## config.mk

```make
export PLATFORM = sky130hd
export DESIGN_NAME = coin_pulse_scheduler
export DESIGN_NICKNAME = d
export VERILOG_FILES = /design/src/rtl/coin_sched_pkg.sv /design/src/rtl/coin_edge_counter.sv /design/src/rtl/coin_pulse_scheduler.sv
export SDC_FILE = /design/constraint.sdc
export NUM_CORES = 1
export LEC_CHECK = 0
export BUFFER_PORTS_ARGS = -buffer_cell sky130_fd_sc_hd__buf_2
export CAP_MARGIN = 10
export CORE_ASPECT_RATIO = 0.9
export CORE_MARGIN = 10
export CORE_UTILIZATION = 64
export DETAILED_ROUTE_END_ITERATION = 10
export PLACE_DENSITY_LB_ADDON = 0.25
export SLEW_MARGIN = 15
export SYNTH_ARGS = -nofsm -noshare
export SYNTH_HDL_FRONTEND = slang
export SYNTH_SLANG_ARGS = --single-unit
```

## constraint.sdc

```tcl
create_clock -name clk_sys -period 7.7 [get_ports clk_sys]
set_input_delay 1.54 -clock clk_sys [delete_from_list [all_inputs] [get_ports clk_sys]]
set_output_delay 1.54 -clock clk_sys [all_outputs]
set_load 0.02 [all_outputs]
```

## src/rtl/coin_sched_pkg.sv

```systemverilog
// coin_sched_pkg
// Shared types and width helpers for the coin pulse scheduler.
//   cs_state_t      : scheduler FSM states (idle, coin held low, spacing gap)
//   timer_width()   : bits needed to count down the longer of the pulse/gap
//   pending_width() : bits for the visible queued-coin count (0..max_pending)
//   sum_width()     : bits for pending + simultaneous edges, so the sum never wraps
//   inc_width()     : bits for the number of edges seen in one cycle
package coin_sched_pkg;

  typedef enum logic [1:0] {
    CS_IDLE,
    CS_PULSE,
    CS_GAP
  } cs_state_t;

  // A single-cycle pulse or gap still needs a one-bit timer.
  function automatic int timer_width(int pulse_cycles, int gap_cycles);
    int longest;
    longest = (pulse_cycles > gap_cycles) ? pulse_cycles : gap_cycles;
    return ($clog2(longest) < 1) ? 1 : $clog2(longest);
  endfunction

  function automatic int pending_width(int max_pending);
    return $clog2(max_pending + 1);
  endfunction

  function automatic int sum_width(int max_pending, int num_src);
    return $clog2(max_pending + num_src + 1);
  endfunction

  function automatic int inc_width(int num_src);
    return $clog2(num_src + 1);
  endfunction

  localparam int CS_DEF_NUM_SRC      = 3;
  localparam int CS_DEF_PULSE_CYCLES = 1200000;
  localparam int CS_DEF_GAP_CYCLES   = 1200000;
  localparam int CS_DEF_MAX_PENDING  = 7;

  localparam int CS_DEF_TIMER_W   = timer_width(CS_DEF_PULSE_CYCLES, CS_DEF_GAP_CYCLES);
  localparam int CS_DEF_PENDING_W = pending_width(CS_DEF_MAX_PENDING);

endpackage

```

## src/rtl/coin_edge_counter.sv

```systemverilog
// coin_edge_counter
// Detects rising edges on every coin request source and reports how many
// new coins arrived this cycle.
//   clk_sys  in  : system clock, rising edge
//   reset_n  in  : synchronous active-low reset
//   req_in   in  : raw active-high button levels, NUM_SRC wide
//   enable   in  : 0 suppresses the count (edges are still tracked)
//   inc      out : number of coins to add this cycle
module coin_edge_counter #(
  parameter int NUM_SRC = 3,
  parameter int INC_W   = 2
) (
  input  logic               clk_sys,
  input  logic               reset_n,
  input  logic [NUM_SRC-1:0] req_in,
  input  logic               enable,
  output logic [INC_W-1:0]   inc
);

  logic [NUM_SRC-1:0] prev_req;
  logic [NUM_SRC-1:0] rise;
  logic [INC_W-1:0]   rise_count;

  // Previous levels reset to all-ones so a button held through reset looks
  // like it was already pressed and never produces a coin until re-pressed.
  // The history updates even while disabled so a level that rose during
  // disable cannot be counted later when enable returns.
  always_ff @(posedge clk_sys) begin
    if (!reset_n) begin
      prev_req <= '1;
    end else begin
      prev_req <= req_in;
    end
  end

  // Each source contributes one coin per rising edge; simultaneous edges
  // add up rather than collapsing into one coin.
  always_comb begin
    rise       = req_in & ~prev_req;
    rise_count = '0;
    for (int i = 0; i < NUM_SRC; i++) begin
      rise_count = rise_count + INC_W'(rise[i]);
    end
    inc = enable ? rise_count : '0;
  end

endmodule

```

## src/rtl/coin_pulse_scheduler.sv

```systemverilog
// coin_pulse_scheduler
// Serialises coin requests from several sources into one active-low coin
// line: each press is queued and later played back as a fixed-width low
// pulse, with a fixed high gap between consecutive coins.
//   clk_sys     in  : system clock, rising edge
//   reset_n     in  : synchronous active-low reset
//   req_in      in  : raw active-high button levels, NUM_SRC wide
//   enable      in  : 0 ignores new presses; queued/in-flight coins continue
//   coin_out_n  out : registered active-low coin to the core
//   busy        out : 1 while a pulse or its trailing gap is running
//   pending     out : coins queued but not yet started
//   overflow    out : sticky, a press was dropped because the queue was full
module coin_pulse_scheduler
  import coin_sched_pkg::*;
#(
  parameter int  NUM_SRC      = CS_DEF_NUM_SRC,
  parameter int  PULSE_CYCLES = CS_DEF_PULSE_CYCLES,
  parameter int  GAP_CYCLES   = CS_DEF_GAP_CYCLES,
  parameter int  MAX_PENDING  = CS_DEF_MAX_PENDING,
  localparam int PENDING_W    = pending_width(MAX_PENDING)
) (
  input  logic                 clk_sys,
  input  logic                 reset_n,
  input  logic [NUM_SRC-1:0]   req_in,
  input  logic                 enable,
  output logic                 coin_out_n,
  output logic                 busy,
  output logic [PENDING_W-1:0] pending,
  output logic                 overflow
);

  localparam int TIMER_W = timer_width(PULSE_CYCLES, GAP_CYCLES);
  localparam int SUM_W   = sum_width(MAX_PENDING, NUM_SRC);
  localparam int INC_W   = inc_width(NUM_SRC);

  localparam logic [TIMER_W-1:0]   PULSE_LOAD = TIMER_W'(PULSE_CYCLES - 1);
  localparam logic [TIMER_W-1:0]   GAP_LOAD   = TIMER_W'(GAP_CYCLES - 1);
  localparam logic [TIMER_W-1:0]   TIMER_ONE  = TIMER_W'(1);
  localparam logic [SUM_W-1:0]     SUM_ONE    = SUM_W'(1);
  localparam logic [SUM_W-1:0]     SUM_MAX    = SUM_W'(MAX_PENDING);
  localparam logic [PENDING_W-1:0] PEND_MAX   = PENDING_W'(MAX_PENDING);

  cs_state_t            state;
  cs_state_t            state_next;
  logic [TIMER_W-1:0]   timer;
  logic [TIMER_W-1:0]   timer_next;
  logic                 dec;
  logic [INC_W-1:0]     inc;
  logic [SUM_W-1:0]     pending_sum;
  logic [PENDING_W-1:0] pending_next;
  logic                 saturate;

  coin_edge_counter #(
    .NUM_SRC (NUM_SRC),
    .INC_W   (INC_W)
  ) u_edge_counter (
    .clk_sys (clk_sys),
    .reset_n (reset_n),
    .req_in  (req_in),
    .enable  (enable),
    .inc     (inc)
  );

  // Next-state logic. The timer counts down to zero and the state changes on
  // the cycle it reads zero, so loading N-1 yields exactly N cycles in a
  // state. A coin is taken off the queue only when a new pulse starts.
  always_comb begin
    state_next = state;
    timer_next = timer;
    dec        = 1'b0;
    case (state)
      CS_IDLE: begin
        if (pending != '0) begin
          state_next = CS_PULSE;
          timer_next = PULSE_LOAD;
          dec        = 1'b1;
        end
      end
      CS_PULSE: begin
        if (timer == '0) begin
          state_next = CS_GAP;
          timer_next = GAP_LOAD;
        end else begin
          timer_next = timer - TIMER_ONE;
        end
      end
      CS_GAP: begin
        if (timer == '0) begin
          if (pending != '0) begin
            state_next = CS_PULSE;
            timer_next = PULSE_LOAD;
            dec        = 1'b1;
          end else begin
            state_next = CS_IDLE;
          end
        end else begin
          timer_next = timer - TIMER_ONE;
        end
      end
      default: begin
        state_next = CS_IDLE;
        timer_next = '0;
      end
    endcase
  end

  // Queue arithmetic is done wide enough for pending plus every source
  // firing at once, so a burst can never wrap; the result is then clamped.
  // Saturation is judged on the net value after a same-cycle decrement.
  always_comb begin
    pending_sum = SUM_W'(pending) + SUM_W'(inc);
    if (dec && (pending != '0)) begin
      pending_sum = pending_sum - SUM_ONE;
    end
    saturate     = (pending_sum > SUM_MAX);
    pending_next = saturate ? PEND_MAX : pending_sum[PENDING_W-1:0];
  end

  // Registered outputs are derived from the next state so the coin line
  // comes straight out of a flop and cannot glitch on state decoding.
  // Reset drops any pulse in progress on the very first reset edge.
  always_ff @(posedge clk_sys) begin
    if (!reset_n) begin
      state      <= CS_IDLE;
      timer      <= '0;
      pending    <= '0;
      overflow   <= 1'b0;
      coin_out_n <= 1'b1;
      busy       <= 1'b0;
    end else begin
      state      <= state_next;
      timer      <= timer_next;
      pending    <= pending_next;
      coin_out_n <= (state_next != CS_PULSE);
      busy       <= (state_next != CS_IDLE);
      if (saturate) begin
        overflow <= 1'b1;
      end
    end
  end

endmodule

```

[Yosys cells after proc, flatten, opt, wreduce, memory -nomap -nowiden]
Index checks and enable logic that the tools add are counted.
Storage, ports and cells
  bits in writable memories: 0
  memories kept: 0
  bits in read-only memories: 0
  flip-flop bits (word level): 32
  latch bits: 0
Cells by class
  shift operators: 0
  equality and inequality tests: 3
  bitwise logic cells: 2
  muxes and demuxes: 15
  multipliers: 0
  magnitude comparators: 1
  reductions and logical operators: 5
  div/mod/pow operators: 0
  $add $sub $neg: 5
Operator list (count)
  21-bit 2-to-1 mux: 3
  21-bit case mux with 3 select lines: 1
  21-bit zero test: 1
  21-bit by 1-bit subtractor with 21-bit output (second input constant): 1
  2-bit 2-to-1 mux: 4
  2-bit case mux with 3 select lines: 1
  3-bit by 2-bit adder with 4-bit output: 1
  4-bit by 3-bit greater-than comparator with 1-bit output (second input constant): 1
  4-bit 2-to-1 mux: 1
  4-bit by 1-bit subtractor with 4-bit output (second input constant): 1
  3-bit bitwise AND: 1
  1-bit 2-to-1 mux: 3
  3-bit 2-to-1 mux: 1
  3-bit inverter: 1
  3-bit nonzero test: 1
  1-bit by 1-bit adder with 2-bit output: 1
  2-bit by 1-bit adder with 2-bit output: 1
  2-bit by 1-bit equality test with 1-bit output (second input constant): 1
  2-bit equality test (second input constant): 1
  2-bit zero test: 1
  2-bit by 1-bit inequality test with 1-bit output (second input constant): 1
  1-bit case mux with 2 select lines: 1
  2-bit nonzero test: 1
  1-bit logical AND: 1

[Depth between registers and ports, before layout]
Gate-level depths: netlist (run 1).
  depth in word-level cells: 10
  mapped depth: 10
  mapped depth without buffers: 10

[By module]
From an unflattened synthesis (run 1), not the netlist that was laid out.
Unflattened totals
  cells, all modules: 220
  area total of the unflattened synthesis: 1914.3 sq um
By module, submodules not included
  coin_pulse_scheduler: sequential area each 580.6 sq um, cells an instance 208, area each 1769.2 sq um, instances 1
  coin_edge_counter: sequential area each 60.1 sq um, cells an instance 12, area each 145.1 sq um, instances 1

[Worst setup path after synthesis (run 1)]
No wires, ideal clock.
  path kind: input to register
  start: input port req_in[0]
  end: register pending[2]
  stages on the path: 10
  path slack: 3.912 ns
  data required time: 7.574 ns
  arrival: 3.662 ns
  setup time: 0.126 ns
  buffers on the path: 0
  cells stage by stage: nor2b_1 > fa_1 > and2_1 > ha_1 > fa_1 > xor2_1 > nor3_1 > nor3b_1 > o21a_1 > nor3_1
Between the ends
  word-level cells in the longest chain between the ends: 9
Ends and longest elaborated chain
  start, declared: RTL line coin_pulse_scheduler.sv:24  | input logic [NUM_SRC-1:0] req_in,
  3-bit bitwise AND *: RTL line coin_edge_counter.sv:39  | rise = req_in & ~prev_req;
  1-bit by 1-bit adder with 2-bit output *: RTL line coin_edge_counter.sv:42  | rise_count = rise_count + INC_W'(rise[i]);
  2-bit by 1-bit adder with 2-bit output *: RTL line coin_edge_counter.sv:42
  2-bit 2-to-1 mux *: RTL line coin_edge_counter.sv:44  | inc = enable ? rise_count : '0;
  3-bit by 2-bit adder with 4-bit output *: RTL line coin_pulse_scheduler.sv:111  | pending_sum = SUM_W'(pending) + SUM_W'(inc);
  4-bit by 1-bit subtractor with 4-bit output: RTL line coin_pulse_scheduler.sv:113  | pending_sum = pending_sum - SUM_ONE;
  4-bit 2-to-1 mux *: RTL line coin_pulse_scheduler.sv:112  | if (dec && (pending != '0)) begin
  4-bit by 3-bit greater-than comparator with 1-bit output: RTL line coin_pulse_scheduler.sv:115  | saturate = (pending_sum > SUM_MAX);
  3-bit 2-to-1 mux *: RTL line coin_pulse_scheduler.sv:116  | pending_next = saturate ? PEND_MAX : pending_sum[PENDING_W-1:0];
  end signal, assigned: RTL line coin_pulse_scheduler.sv:133  | pending <= pending_next;
  end, declared: RTL line coin_pulse_scheduler.sv:28  | output logic [PENDING_W-1:0] pending,
Mark *: on every way between the ends. The rest lies on a longest branch, timed or not.
A chain may end at the register's enable or synchronous reset.

[Final worst setup path (run 1)]
Same ends and word-level chain as after synthesis.

==> results of run 1 <==
[registers in the layout (all words and copies together), names as in the netlist]
| signal | flops |
|---|---|
| u_edge_counter.prev_req | 3 |
| overflow | 1 |
| pending | 3 |
| timer | 21 |
| state | 2 |
| coin_out_n | 1 |
| busy | 1 |
[synth_stat cells (3+ instances only)]
cell type,n,area share
a211oi_1,5,0.020
nor3_1,10,0.027
nor2_1,23,0.046
inv_1,8,0.016
nor4_1,9,0.030
nand2b_1,6,0.020
xnor2_1,6,0.028
or3_1,3,0.010
o31ai_1,6,0.024
nor2b_1,3,0.010
a21oi_1,13,0.035
nand4_1,3,0.010
a31oi_1,5,0.017
a21o_1,4,0.016
ha_1,4,0.027
dfxtp_1,32,0.34
nand2_1,17,0.034
a311oi_1,4,0.019
o21ai_0,7,0.019
and2_1,3,0.010
clkbuf_1,6,0.012
[power by group through the flow]
stage               Combinational [mW]  Clock, mW  Sequential (mW)
floorplan                        0.333          0            0.297
global placement                 0.407          0            0.297
detailed placement               0.427          0            0.302
CTS                              0.432      0.135            0.299
global route                     0.485      0.141            0.314
finish                           0.438      0.132            0.303
[layout make-up]
cell class / instances / area share
multi-input combinational: 174 / 0.575
clock buffer: 5 / 0.0186
timing repair buffer: 11 / 0.0273
tap: 40 / 0.0248
clock inverter: 3 / 0.0211
inverter: 8 / 0.0149
sequential: 32 / 0.318
[metal layers]
metal  track usage  share of wire  wire (µm)
met5             0              0          0
met4        0.0830          0.018         82
met3        0.0661          0.061        280
met2         0.297           0.48       2220
met1         0.204           0.44       2010
[logic make-up (layout without fill, tap and decap cells)]
group	Yosys count	in the layout
buf+inv	18	27
compound gates	66	66
fa+ha+maj	6	6
simple gates	94	94
xor+xnor	8	8
flops	32	32
[stage by stage]
step | hold slack, ns | area, µm² | utilization | std cells | power (mW)
6_report | 0.484 | 2010 | 0.727 | 273 | 0.872
5_1_grt | 0.537 | 2010 | 0.727 | 273 | 0.940
4_1_cts | 0.493 | 2010 | 0.727 | 273 | 0.866
3_5_place_dp | 0.466 | 1930 | 0.698 | 265 | 0.729
3_3_place_gp | 0.459 | 1930 | 0.698 | 265 | 0.704
2_1_floorplan | 0.439 | 1880 | - | 224 | 0.630
[worst max-delay path, cell delays in order]
cell     delay [ns]
buf_2          0.10
nor2b_1        0.14
fa_1           0.46
and2_1         0.15
ha_1           0.21
fa_1           0.51
nor3_1         0.43
nor3b_1        0.26
o21a_1         0.13
nor3_1         0.04
[worst min path at each step]
| stage | startpoint | endpoint | slack, ns |
|---|---|---|---|
| 2_1_floorplan | timer[19]$_SDFF_PN0_ | timer[19]$_SDFF_PN0_ | 0.44 |
| 3_3_place_gp | overflow$_SDFFE_PN0N_ | overflow$_SDFFE_PN0N_ | 0.46 |
| 3_5_place_dp | overflow$_SDFFE_PN0N_ | overflow$_SDFFE_PN0N_ | 0.47 |
| 4_1_cts | overflow$_SDFFE_PN0N_ | overflow$_SDFFE_PN0N_ | 0.49 |
| 5_1_grt | timer[19]$_SDFF_PN0_ | timer[19]$_SDFF_PN0_ | 0.54 |
| 6_report | overflow$_SDFFE_PN0N_ | overflow$_SDFFE_PN0N_ | 0.48 |
==> run summary, run 1 <==
Status: finished clean
Fin crit share: 0.484
CTS Buf Count: 5
Remaining global-route overflow: 0
Commonest cells after routing, fill and taps aside: 32 x dfxtp_1, 23 x nor2_1, 17 x nand2_1, 13 x a21oi_1, 11 x buf_2
Post-synthesis simple-gate area fraction: 0.271
CTS H-tree lvls: 2
Async SR Flop Fraction: 0
Footprint of the multi-input gates: 1160 µm²
Synth Area in Compound Gates: 0.261
Io pins: 12
Reg2Reg Launch Point: timer[0]$_SDFF_PN0_
Clock network fraction of total power: 0.151
Clk_lat worst skew: 0.36 ns
Clock skew: 0.0125 ns
FP Rows: 18
Sequential area share after synthesis: 0.341
Reg clk slew, reported paths: 0.10 ns
Largest family of logic cells by synthesized area: simple AND/OR/NAND/NOR gates
Crit path DAT: 3.97 ns
Worst setup EP type: flop
Final hold violation count: 0
Critical Path End: pending[2]$_SDFF_PN0_
Worst VDD drop: 0.261 mV
R2R Setup Slk: 4.73 ns
Final WL: 4.59 mm
Root Buffer Master: clkbuf_4
Critical path class: in -> reg
RR Endpoint: timer[1]$_SDFF_PN0_
Pre-CTS WS: 3.58 ns
CTS Buffer Depth: 2
Synth Flop Type: dfxtp_1
Crit path required time: 7.94 ns
Gpl congestion: 0.874
First-pass iteration count of the detailed router: 4
Worst Setup Start Kind: primary input
Port Buf Inserts: 11
CTS tree: yes
Final slew viol count: 0
Die outline height: 71.4 µm
Xor/xnor share of the synthesized area: 0.0373
Mapped cell area: 1880 µm²
FF+latch area: 641 µm²
Initial antenna violation count: 0
Detailed placement HPWL: 3.36 mm
RSZ-0062 raised after global routing: false
Layout area overhead: 7.33%
Iteration-0 DRC count of the detailed router: 107
CP Max Fanout: 4
GRT Util Overall: 0.180
Via count: 1765
Min-Delay Path Depth: 1
Post-DR vias/cell: 6.47
Initial Util: 0.678
Final setup vio count: 0
N_diodes: 0
Sequential Power Share: 0.347
Worst-margin pin slew: 0.949 ns
Cell Pwr Density: 433 nW/µm²
WL/cell: 16.8 µm
Tightest Hold Check Type: reg -> reg
Layout Nets: 244
Post-synth EDFFs: 0
R2r worst-path depth: 7
First-pass GRT wire length: 8.22 mm
Syn_nets: 236
#FFs+latches synth: 32
Syn Area/Cell: 8.38 µm²
Fmax: 268 MHz
Yosys cell types: 52
Int Pwr: 0.463 mW
Fillers: 231
Post-route ant nets: 0
Fin worst setup slack: 3.97 ns
Syn Inst Count: 224
Setup TNS: 0 ns
Drc violations: 0
Post-cts repair resize count: 0
Core box area: 2770 µm²
Layout cells sized above 1: 0.133
Multiplexer area fraction after synthesis: 0
Sw Pwr: 0.409 mW
Combinational power share: 0.502
Clock sinks: 32
Worst setup path start: req_in[0]
Commonest non-fill, non-tap cell in the layout: dfxtp_1
Die ar.: 5500 µm²
Adder-Cell Fraction of Synth Area: 0.0480
Max Cap Viol: 0
Largest net degree at the start of global routing: 14
Vias in the first global route: 1847
Tmin final: 3.73 ns
Yosys warns: 0
Post-CTS Setup Bufs: 0
Pleak: 0.778 nW
Switching part of the total: 0.469
Worst rel slew slack: 0.362
Hold-fix buffers, CTS: 0
Die width: 77.1 µm
Power figures use the tool's default switching activity.
==> run 2: changes to the inputs <==
--- a/config.mk
+++ b/config.mk
@@ -9,7 +9,7 @@
 export CAP_MARGIN = 10
 export CORE_ASPECT_RATIO = 0.9
 export CORE_MARGIN = 10
-export CORE_UTILIZATION = 64
+export CORE_UTILIZATION = 60
 export DETAILED_ROUTE_END_ITERATION = 10
 export PLACE_DENSITY_LB_ADDON = 0.25
 export SLEW_MARGIN = 15
==> constraint.sdc (replaced) <==
create_clock -name clk_sys -period 3.7 [get_ports clk_sys]
set_input_delay 0.74 -clock clk_sys [delete_from_list [all_inputs] [get_ports clk_sys]]
set_output_delay 0.74 -clock clk_sys [all_outputs]
set_load 0.02 [all_outputs]
==> run summary, run 2 (synthesis gave the netlist of run 1 again) <==
Post-route ant nets: 0 (unchanged)
Post-CTS Setup Bufs: 0 (unchanged)
GRT Util Overall: 0.157 (-0.0228)
Worst Setup Start Kind: primary input
Port Buf Inserts: 11 (unchanged)
WL/cell: 16.3 µm (-3.0%)
Post-DR vias/cell: 6.45 (-0.30%)
Io pins: 12 (unchanged)
Via count: 1779 (+0.79%)
Setup TNS: 0 ns (unchanged)
Largest register FFs: 21 (unchanged)
Largest net degree at the start of global routing: 14 (unchanged)
Hold-fix buffers, CTS: 0 (unchanged)
Commonest non-fill, non-tap cell in the layout: dfxtp_1
Tmin final: 3.01 ns
Post-cts repair resize count: 0 (unchanged)
Worst setup EP type: flop
First-pass GRT wire length: 7.45 mm (-9.4%)
Final hold violation count: 0 (unchanged)
CTS tree: yes
CTS H-tree lvls: 2 (unchanged)
Post-route design area: 2020 µm² (+0.31%)
Layout cells sized above 1: 0.132 (-0.000569)
Vias in the first global route: 1643 (-11%)
Fmax: 332 MHz
Crit path required time: 3.92 ns (-4.02 ns)
Crit path DAT: 3.24 ns (-0.73 ns)
Root Buffer Master: clkbuf_4
First-pass iteration count of the detailed router: 5 (+1)
Gpl congestion: 0.855 (-2.2%)
Clock skew: 0.0151 ns (+0.00266 ns)
Layout area overhead: 7.67%
Final slew viol count: 0 (unchanged)
Drc violations: 0 (unchanged)
Worst-margin pin slew: 0.717 ns (-0.232 ns)
Final setup vio count: 0 (unchanged)
N_diodes: 0 (unchanged)
FP Rows: 19 (+1)
Largest Register: timer
RSZ-0062 raised after global routing: false
Die outline height: 73.1 µm (+2.4%)
Critical path class: in -> reg
Largest registers: timer x21, pending x3, u_edge_counter.prev_req x3
Clock sinks: 32 (unchanged)
CTS Buffer Depth: 2 (unchanged)
Core box area: 3020 µm² (+9.0%)
Cell Pwr Density: 891 nW/µm² (+110%)
Die width: 79.0 µm (+2.4%)
Max Cap Viol: 0 (unchanged)
Detailed placement HPWL: 3.34 mm (-0.55%)
CTS Buf Count: 5 (unchanged)
Initial Util: 0.622 (-0.0559)
Tightest Hold Check Type: reg -> reg
Initial antenna violation count: 0 (unchanged)
Iteration-0 DRC count of the detailed router: 166 (+55%)
Remaining global-route overflow: 0 (unchanged)
Layout Nets: 245 (+0.41%)
DP Area: 1940 µm² (+0.52%)
Fin crit share: 0.814
CP Max Fanout: 4 (unchanged)
Commonest cells after routing, fill and taps aside: 32 x dfxtp_1, 23 x nor2_1, 17 x nand2_1, 13 x a21oi_1, 11 x buf_2
Worst rel slew slack: 0.518 (+0.156)
Pleak: 0.784 nW (+0.80%)
Clk_lat worst skew: 0.33 ns (-0.03 ns)
Worst VDD drop: 0.471 mV (+80%)
Final WL: 4.50 mm (-2.0%)
Die ar.: 5770 µm² (+4.9%)
Status: finished clean
Reg clk slew, reported paths: 0.11 ns (about the same)
-- run 2: cell count changes in the layout (fill, tap and decap cells not counted), sizes merged --
| cell | before | now |
|---|---|---|
| buf | 11 | 12 |
| clkbuf | 5 | 6 |
| clkinvlp | 1 | 0 |
-- run 2: critical path, stage by stage --
cell and delay, ns:
buf_2 0.11, nor2b_1 0.14, fa_1 0.46, and2_1 0.15, ha_1 0.20, fa_1 0.38
xor2_1 0.19, nor3_1 0.39, nor3b_1 0.28, o21a_1 0.15, nor3_1 0.05
-- run 2: path summary, 6_finish.rpt --
kind	depth (start not counted)	slack [ns]	endpoint	startpoint
max	11	0.69	pending[2]$_SDFF_PN0_	req_in[0]
min	1	0.48	timer[19]$_SDFF_PN0_	timer[19]$_SDFF_PN0_
max reg2reg	10	0.92	pending[2]$_SDFF_PN0_	u_edge_counter.prev_req[0]$_SDFF_PN1_
min reg2reg	1	0.48	timer[19]$_SDFF_PN0_	timer[19]$_SDFF_PN0_
-- run 2: stage by stage --
stage | worst slack, ns | hold WS, ns | total power [mW] | utilization | std cells
after floorplan | 0.712 | 0.439 | 1.31 | - | 224
after global placement | 0.551 | 0.460 | 1.48 | 0.644 | 268
after detailed placement | 0.362 | 0.461 | 1.53 | 0.644 | 268
after CTS | 0.708 | 0.482 | 1.79 | 0.669 | 276
after global routing | 0.611 | 0.534 | 1.93 | 0.669 | 276
final | 0.687 | 0.480 | 1.80 | 0.669 | 276
-- run 2: report_power, final --
group | switching (mW) | total [mW] | internal (mW)
logic | 0.546 | 0.909 | 0.363
registers | 0.165 | 0.631 | 0.466
clock network | 0.119 | 0.261 | 0.142
total | 0.830 | 1.80 | 0.970
-- run 2: area by class of cell --
type                    count  area [µm²]
multi-input cells         174        1160
fillers                   264         998
flip-flops and latches     32         641
repair buffers             12        62.6
well taps                  42        52.6
clock buffers               6        41.3
clock inverters             2        35.0
inverters                   8        30.0
-- run 2: metal layers --
layer	wire length, µm	GRT usage
met5	0	0
met4	41	0.0437
met3	332	0.0382
met2	2170	0.268
met1	1950	0.192
